===== src/rtl/window_stats.sv =====
// ============================================================================
// window_stats
//
// Purpose
//   Collects fixed-size windows of 2**WINDOW_LOG2 accepted unsigned samples.
//   For each completed window it registers the exact sum, the floor mean,
//   the minimum and the maximum. It also pulses o_valid for one cycle.
//   Result outputs are held stable between windows.
//
// Parameters
//   DATA_W       sample width (unsigned)
//   WINDOW_LOG2  log2 of samples per window (1..8)
//
// Ports
//   i_clk     in   1                  clock, all logic on rising edge
//   i_rst     in   1                  synchronous active-high reset
//   i_sample  in   DATA_W             sample from the upstream select stage
//   i_valid   in   1                  i_sample accepted on this edge when 1
//   i_clear   in   1                  discard the partial window (sync)
//   o_sum     out  DATA_W+WINDOW_LOG2 exact window sum
//   o_mean    out  DATA_W             o_sum >> WINDOW_LOG2 (floor)
//   o_min     out  DATA_W             smallest sample of the last window
//   o_max     out  DATA_W             largest sample of the last window
//   o_valid   out  1                  one-cycle pulse when new results land
//   o_count   out  WINDOW_LOG2+1      samples held in the current partial window
// ============================================================================
module window_stats #(
    parameter int DATA_W      = 8,
    parameter int WINDOW_LOG2 = 3
) (
    input  logic                          i_clk,
    input  logic                          i_rst,
    input  logic [DATA_W-1:0]             i_sample,
    input  logic                          i_valid,
    input  logic                          i_clear,
    output logic [DATA_W+WINDOW_LOG2-1:0] o_sum,
    output logic [DATA_W-1:0]             o_mean,
    output logic [DATA_W-1:0]             o_min,
    output logic [DATA_W-1:0]             o_max,
    output logic                          o_valid,
    output logic [WINDOW_LOG2:0]          o_count
);

    localparam int SUM_W = DATA_W + WINDOW_LOG2;
    localparam int CNT_W = WINDOW_LOG2 + 1;

    // Count value of the final sample in a window (window size minus one).
    localparam logic [CNT_W-1:0] LAST_CNT = CNT_W'((1 << WINDOW_LOG2) - 1);

    localparam logic [SUM_W-1:0]  ACC_INIT = {SUM_W{1'b0}};
    localparam logic [DATA_W-1:0] MIN_INIT = {DATA_W{1'b1}};
    localparam logic [DATA_W-1:0] MAX_INIT = {DATA_W{1'b0}};
    localparam logic [CNT_W-1:0]  CNT_INIT = {CNT_W{1'b0}};

    // ------------------------------------------------------------------
    // Running window state
    // ------------------------------------------------------------------
    logic [SUM_W-1:0]  acc_q,  acc_d;
    logic [DATA_W-1:0] rmin_q, rmin_d;
    logic [DATA_W-1:0] rmax_q, rmax_d;
    logic [CNT_W-1:0]  cnt_q,  cnt_d;

    // ------------------------------------------------------------------
    // Registered results
    // ------------------------------------------------------------------
    logic [SUM_W-1:0]  sum_q,   sum_d;
    logic [DATA_W-1:0] mean_q,  mean_d;
    logic [DATA_W-1:0] min_q,   min_d;
    logic [DATA_W-1:0] max_q,   max_d;
    logic              valid_q, valid_d;

    // ------------------------------------------------------------------
    // Datapath helpers
    // ------------------------------------------------------------------
    logic              accept_s;
    logic              last_s;
    logic [SUM_W-1:0]  acc_plus_s;
    logic [DATA_W-1:0] min_with_s;
    logic [DATA_W-1:0] max_with_s;

    // Clear has priority over a valid sample on the same edge.
    assign accept_s = i_valid & ~i_clear;
    assign last_s   = accept_s & (cnt_q == LAST_CNT);

    // The accumulator is wide enough for a full window of all-ones samples.
    // The addition therefore cannot overflow.
    assign acc_plus_s = acc_q + SUM_W'(i_sample);

    // Running extremes including the sample presented on this edge
    always_comb begin
        min_with_s = rmin_q;
        max_with_s = rmax_q;
        if (i_sample < rmin_q) begin
            min_with_s = i_sample;
        end else begin
            min_with_s = rmin_q;
        end
        if (i_sample > rmax_q) begin
            max_with_s = i_sample;
        end else begin
            max_with_s = rmax_q;
        end
    end

    // Next-state decode: clear, completing sample, ordinary sample, idle
    always_comb begin
        acc_d   = acc_q;
        rmin_d  = rmin_q;
        rmax_d  = rmax_q;
        cnt_d   = cnt_q;
        sum_d   = sum_q;
        mean_d  = mean_q;
        min_d   = min_q;
        max_d   = max_q;
        valid_d = 1'b0;

        if (i_clear) begin
            // Drop the partial window. The previous results stay visible.
            acc_d   = ACC_INIT;
            rmin_d  = MIN_INIT;
            rmax_d  = MAX_INIT;
            cnt_d   = CNT_INIT;
            valid_d = 1'b0;
        end else if (last_s) begin
            // Final sample: publish totals including this sample.
            // Rearm the window so the next sample can start immediately.
            sum_d   = acc_plus_s;
            mean_d  = acc_plus_s[SUM_W-1:WINDOW_LOG2];
            min_d   = min_with_s;
            max_d   = max_with_s;
            valid_d = 1'b1;
            acc_d   = ACC_INIT;
            rmin_d  = MIN_INIT;
            rmax_d  = MAX_INIT;
            cnt_d   = CNT_INIT;
        end else if (accept_s) begin
            acc_d   = acc_plus_s;
            rmin_d  = min_with_s;
            rmax_d  = max_with_s;
            cnt_d   = cnt_q + CNT_W'(1);
            valid_d = 1'b0;
        end else begin
            // Idle: everything holds and the pulse drops.
            valid_d = 1'b0;
        end
    end

    // State and result registers with synchronous reset
    always_ff @(posedge i_clk) begin
        if (i_rst) begin
            acc_q   <= ACC_INIT;
            rmin_q  <= MIN_INIT;
            rmax_q  <= MAX_INIT;
            cnt_q   <= CNT_INIT;
            sum_q   <= {SUM_W{1'b0}};
            mean_q  <= {DATA_W{1'b0}};
            min_q   <= {DATA_W{1'b0}};
            max_q   <= {DATA_W{1'b0}};
            valid_q <= 1'b0;
        end else begin
            acc_q   <= acc_d;
            rmin_q  <= rmin_d;
            rmax_q  <= rmax_d;
            cnt_q   <= cnt_d;
            sum_q   <= sum_d;
            mean_q  <= mean_d;
            min_q   <= min_d;
            max_q   <= max_d;
            valid_q <= valid_d;
        end
    end

    assign o_sum   = sum_q;
    assign o_mean  = mean_q;
    assign o_min   = min_q;
    assign o_max   = max_q;
    assign o_valid = valid_q;
    assign o_count = cnt_q;

endmodule


===== config.mk =====
export PLATFORM = sky130hd
export DESIGN_NAME = window_stats
export DESIGN_NICKNAME = d
export VERILOG_FILES = /design/src/rtl/window_stats.sv
export SDC_FILE = /design/constraint.sdc
export NUM_CORES = 1
export LEC_CHECK = 0
export CORE_ASPECT_RATIO = 1.75
export CORE_MARGIN = 3
export CORE_UTILIZATION = 48
export CTS_CLUSTER_SIZE = 10
export DETAILED_ROUTE_END_ITERATION = 10
export HOLD_SLACK_MARGIN = 0.12
export PLACE_DENSITY = 0.74
export RECOVER_POWER = 25
export SLEW_MARGIN = 25
export SYNTH_ARGS = -nofsm -noshare
export SYNTH_HDL_FRONTEND = slang
export SYNTH_SLANG_ARGS = --single-unit

===== constraint.sdc =====
create_clock -name i_clk -period 2 [get_ports i_clk]
set_input_delay 0.4 -clock i_clk [delete_from_list [all_inputs] [get_ports i_clk]]
set_output_delay 0.4 -clock i_clk [all_outputs]
set_load 0.01 [all_outputs]

==> flow_metrics.tcl <==
set metrics [dict create \
    end_kind "flop" \
    clock-sinks 59 \
    root_buffer "clkbuf_8" \
    utilization_pct 76.14 \
    route.detailed.drc 0 \
    htreeDepth 3 \
    port_buffers 51 \
    grt_pass1_wl_mm 15.09 \
    crit_type "reg2reg" \
    synth_cell_types 48 \
    antenna_found_initial 0 \
    outcome "finished, violations left" \
    clock_skew_ns 0.01404 \
    ys_seq_area_share_pct 37.02 \
    placedCellCount 524 \
    rows 38 \
    grt_overflow 0 \
    setup.worst_path.start_class "flop" \
    drtAntennaViolNets 0 \
    grt_pass1_vias 3162 \
    final.min_clock_period_ns 2.074 \
    drive_gt1_share_pct 34.55 \
    setup_viol 10 \
    synth_top_area_cell "dfxtp_1" \
    violations "negative setup slack" \
    powerDensity_mw_per_mm2 609.8 \
    slew_headroom_pct 71.85 \
    ios 52 \
    nets 498 \
    p_total_mw 2.936 \
    fmax_ghz 0.4821 \
    wl_per_cell_um 18.45 \
    drv_slew 0 \
    synthesis.nets 392 \
    tightest_slew_ns 0.4211 \
    async_flop_share_pct 0 \
    reg2reg_depth 8 \
    cts_tree "built" \
    die_area_sq_mm 0.007700 \
    p_leak_nw 1.952 \
    wl_mm 10.07 \
    min_path_cells 3 \
    start_util_pct 50.46 \
    stdcell_area_sq_mm 0.004815 \
    synth-edff-count 0 \
    synth.avg_cell_area_sq_um 8.987 \
    cts_buffers 9 \
    cp.required_ns 2.22 \
    core_sq_mm 0.006324 \
    ys.flop_type "dfxtp_1" \
    ir_drop_mv 0.5968 \
    final_cells 546 \
    viasPerCell 5.599 \
    yosysWarnings 0 \
    first_pass_iters 4 \
    worst_slack_ns -0.07415 \
    vias 3057 \
    netlist_area_sq_mm 0.003191 \
    worstSkewPairLatency_ns 0.36 \
    rsz0062_at_grt "yes" \
    ys_ff_latch 59 \
    area_growth_pct 50.90 \
    synth.area.top_cells "dfxtp_1 37%, ha_1 9.4%, mux2i_1 6.9%, nand2_1 5.6%, a211oi_1 4.9%" \
    syn_inst 355 \
    die_h_um 113.9 \
    grt_max_degree 30 \
    placed_area_sq_mm 0.004212 \
    clockBufferDepth 2 \
    die_w_um 67.63 \
    crit_arrival_ns 2.30 \
    finalHoldViolCount 0 \
    fin_crit_sh_pct 103.7 \
    dp_hpwl_mm 6.902 \
    cap_violations 0 \
    antennaDiodeCount 0 \
    hold_class "in2reg" \
    path_clk_slew_ns 0.08 \
    dp_slack_ns -0.6665 \
    gp_congestion 0.8969 \
    drt_iter0_drc 141 \
    cp_max_fo 6 \
    globalRouteTotalUtil_pct 26.61 \
    synth_top_cell_area_share_pct 37.02 \
]
layout make-up:
class / instances / area, sq um
clock buffer: 9 / 123.9
clock inverter: 7 / 100.1
fill: 418 / 1509
inverter: 19 / 71.32
multi-input combinational: 252 / 2116
sequential: 59 / 1200
tap: 80 / 100.1
timing repair buffer: 120 / 1104
state kept, by name (all words and copies together) (netlist names):
| name | cells |
|---|---|
| acc_q | 11 |
| o_sum | 11 |
| o_max | 8 |
| o_min | 8 |
| rmax_q | 8 |
| rmin_q | 8 |
| o_count | 4 |
| o_valid | 1 |
per-stage QoR:
| step | hold slack [ns] | setup TNS, ns |
|---|---|---|
| 2_1_floorplan | 0.4356 | 0 |
| 3_3_place_gp | 0.4436 | -21.87 |
| 3_5_place_dp | 0.4510 | -23.85 |
| 4_1_cts | 0.4589 | -0.07361 |
| 5_1_grt | 0.4648 | -1.412 |
| 6_report | 0.4223 | -0.3063 |
critical path, cell delays in order (launching register included):
cell	delay, ns
dfxtp_2	0.37
inv_1	0.05
ha_1	0.33
a21o_1	0.18
nand3_1	0.14
a21oi_4	0.10
nor2_8	0.23
mux2i_1	0.40
a211oi_1	0.14
report_power, final:
part	internal, mW	switching, mW	leakage [nW]	total, mW
logic	0.233	0.249	1.36	0.482
clock network	0.712	0.544	0.114	1.26
registers	1.19	0.0135	0.480	1.20
synth_stat cells (2+ instances only):
| cell type | number |
|---|---|
| o31ai_2 | 2 |
| xor2_1 | 3 |
| buf_2 | 7 |
| a21o_1 | 8 |
| nand2_1 | 48 |
| buf_6 | 2 |
| nand4_1 | 3 |
| nand2b_1 | 2 |
| buf_4 | 9 |
| buf_1 | 2 |
| xnor2_1 | 9 |
| nor3_1 | 5 |
| nand3_1 | 10 |
| clkbuf_1 | 5 |
| o21ai_1 | 6 |
| a21oi_1 | 26 |
| a21oi_2 | 2 |
| nand3b_1 | 2 |
| inv_1 | 19 |
| dfxtp_1 | 59 |
| nor4b_2 | 2 |
| nor2_1 | 27 |
| ha_1 | 24 |
| o21ai_0 | 2 |
| a211oi_1 | 21 |
| nor2b_1 | 4 |
| mux2i_1 | 22 |
| o211ai_1 | 4 |
placed cells by master (no fill, tap or decap), drive strengths merged, types with 3 or more instances in the layout:
| cell | netlist | layout |
|---|---|---|
| buf | 20 | 67 |
| dfxtp | 59 | 59 |
| nand2 | 49 | 49 |
| clkdlybuf4s50 | 0 | 30 |
| nor2 | 29 | 29 |
| a21oi | 29 | 29 |
| ha | 24 | 24 |
| mux2i | 22 | 22 |
| a211oi | 22 | 22 |
| inv | 19 | 21 |
| clkbuf | 5 | 14 |
| dlygate4sd3 | 0 | 13 |
| nand3 | 11 | 11 |
| xnor2 | 9 | 9 |
| o21ai | 9 | 9 |
| a21o | 8 | 8 |
| o211ai | 5 | 5 |
| nor3 | 5 | 5 |
| nand4 | 5 | 5 |
| dlygate4sd2 | 0 | 4 |
| nor2b | 4 | 4 |
| xor2 | 3 | 3 |
| clkinv | 0 | 3 |
what timing repair did:
action	in CTS	in global routing
pin swaps	14	13
cloned	0	1
buffers inserted	2	3
hold buffers	0	0
setup endpoints to repair	45	38
gates resized for setup	32	57
final timing paths:
| kind | start | to | slack [ns] |
|---|---|---|---|
| max | rmax_q[5]$_SDFFE_PP0P_ | o_max[3]$_SDFFE_PP0P_ | -0.07 |
| min | i_sample[3] | rmax_q[3]$_SDFFE_PP0P_ | 0.42 |
| max reg2reg | rmax_q[5]$_SDFFE_PP0P_ | o_max[3]$_SDFFE_PP0P_ | -0.07 |
| min reg2reg | acc_q[7]$_SDFFE_PP0P_ | acc_q[7]$_SDFFE_PP0P_ | 0.46 |
cells by family after synthesis:
logic type / synth area share (%)
DFF: 37.02
adders and majority gates: 10.04
AOI/OAI and AO/OA: 16.78
muxes: 6.902
and+or+nand+nor: 18.98
buffers and inverters: 6.980
xor gates and xnor gates: 3.294
per-layer routing:
metal / global-route usage [%] / vias to the layer above / wire length [um]
li1: - / 1446 / -
met1: 24.29 / 1474 / 3411
met2: 47.76 / 89 / 5455
met3: 5.813 / 48 / 308
met4: 21.14 / 0 / 897
met5: 0 / - / 0
(Power assumes the default switching activity.)
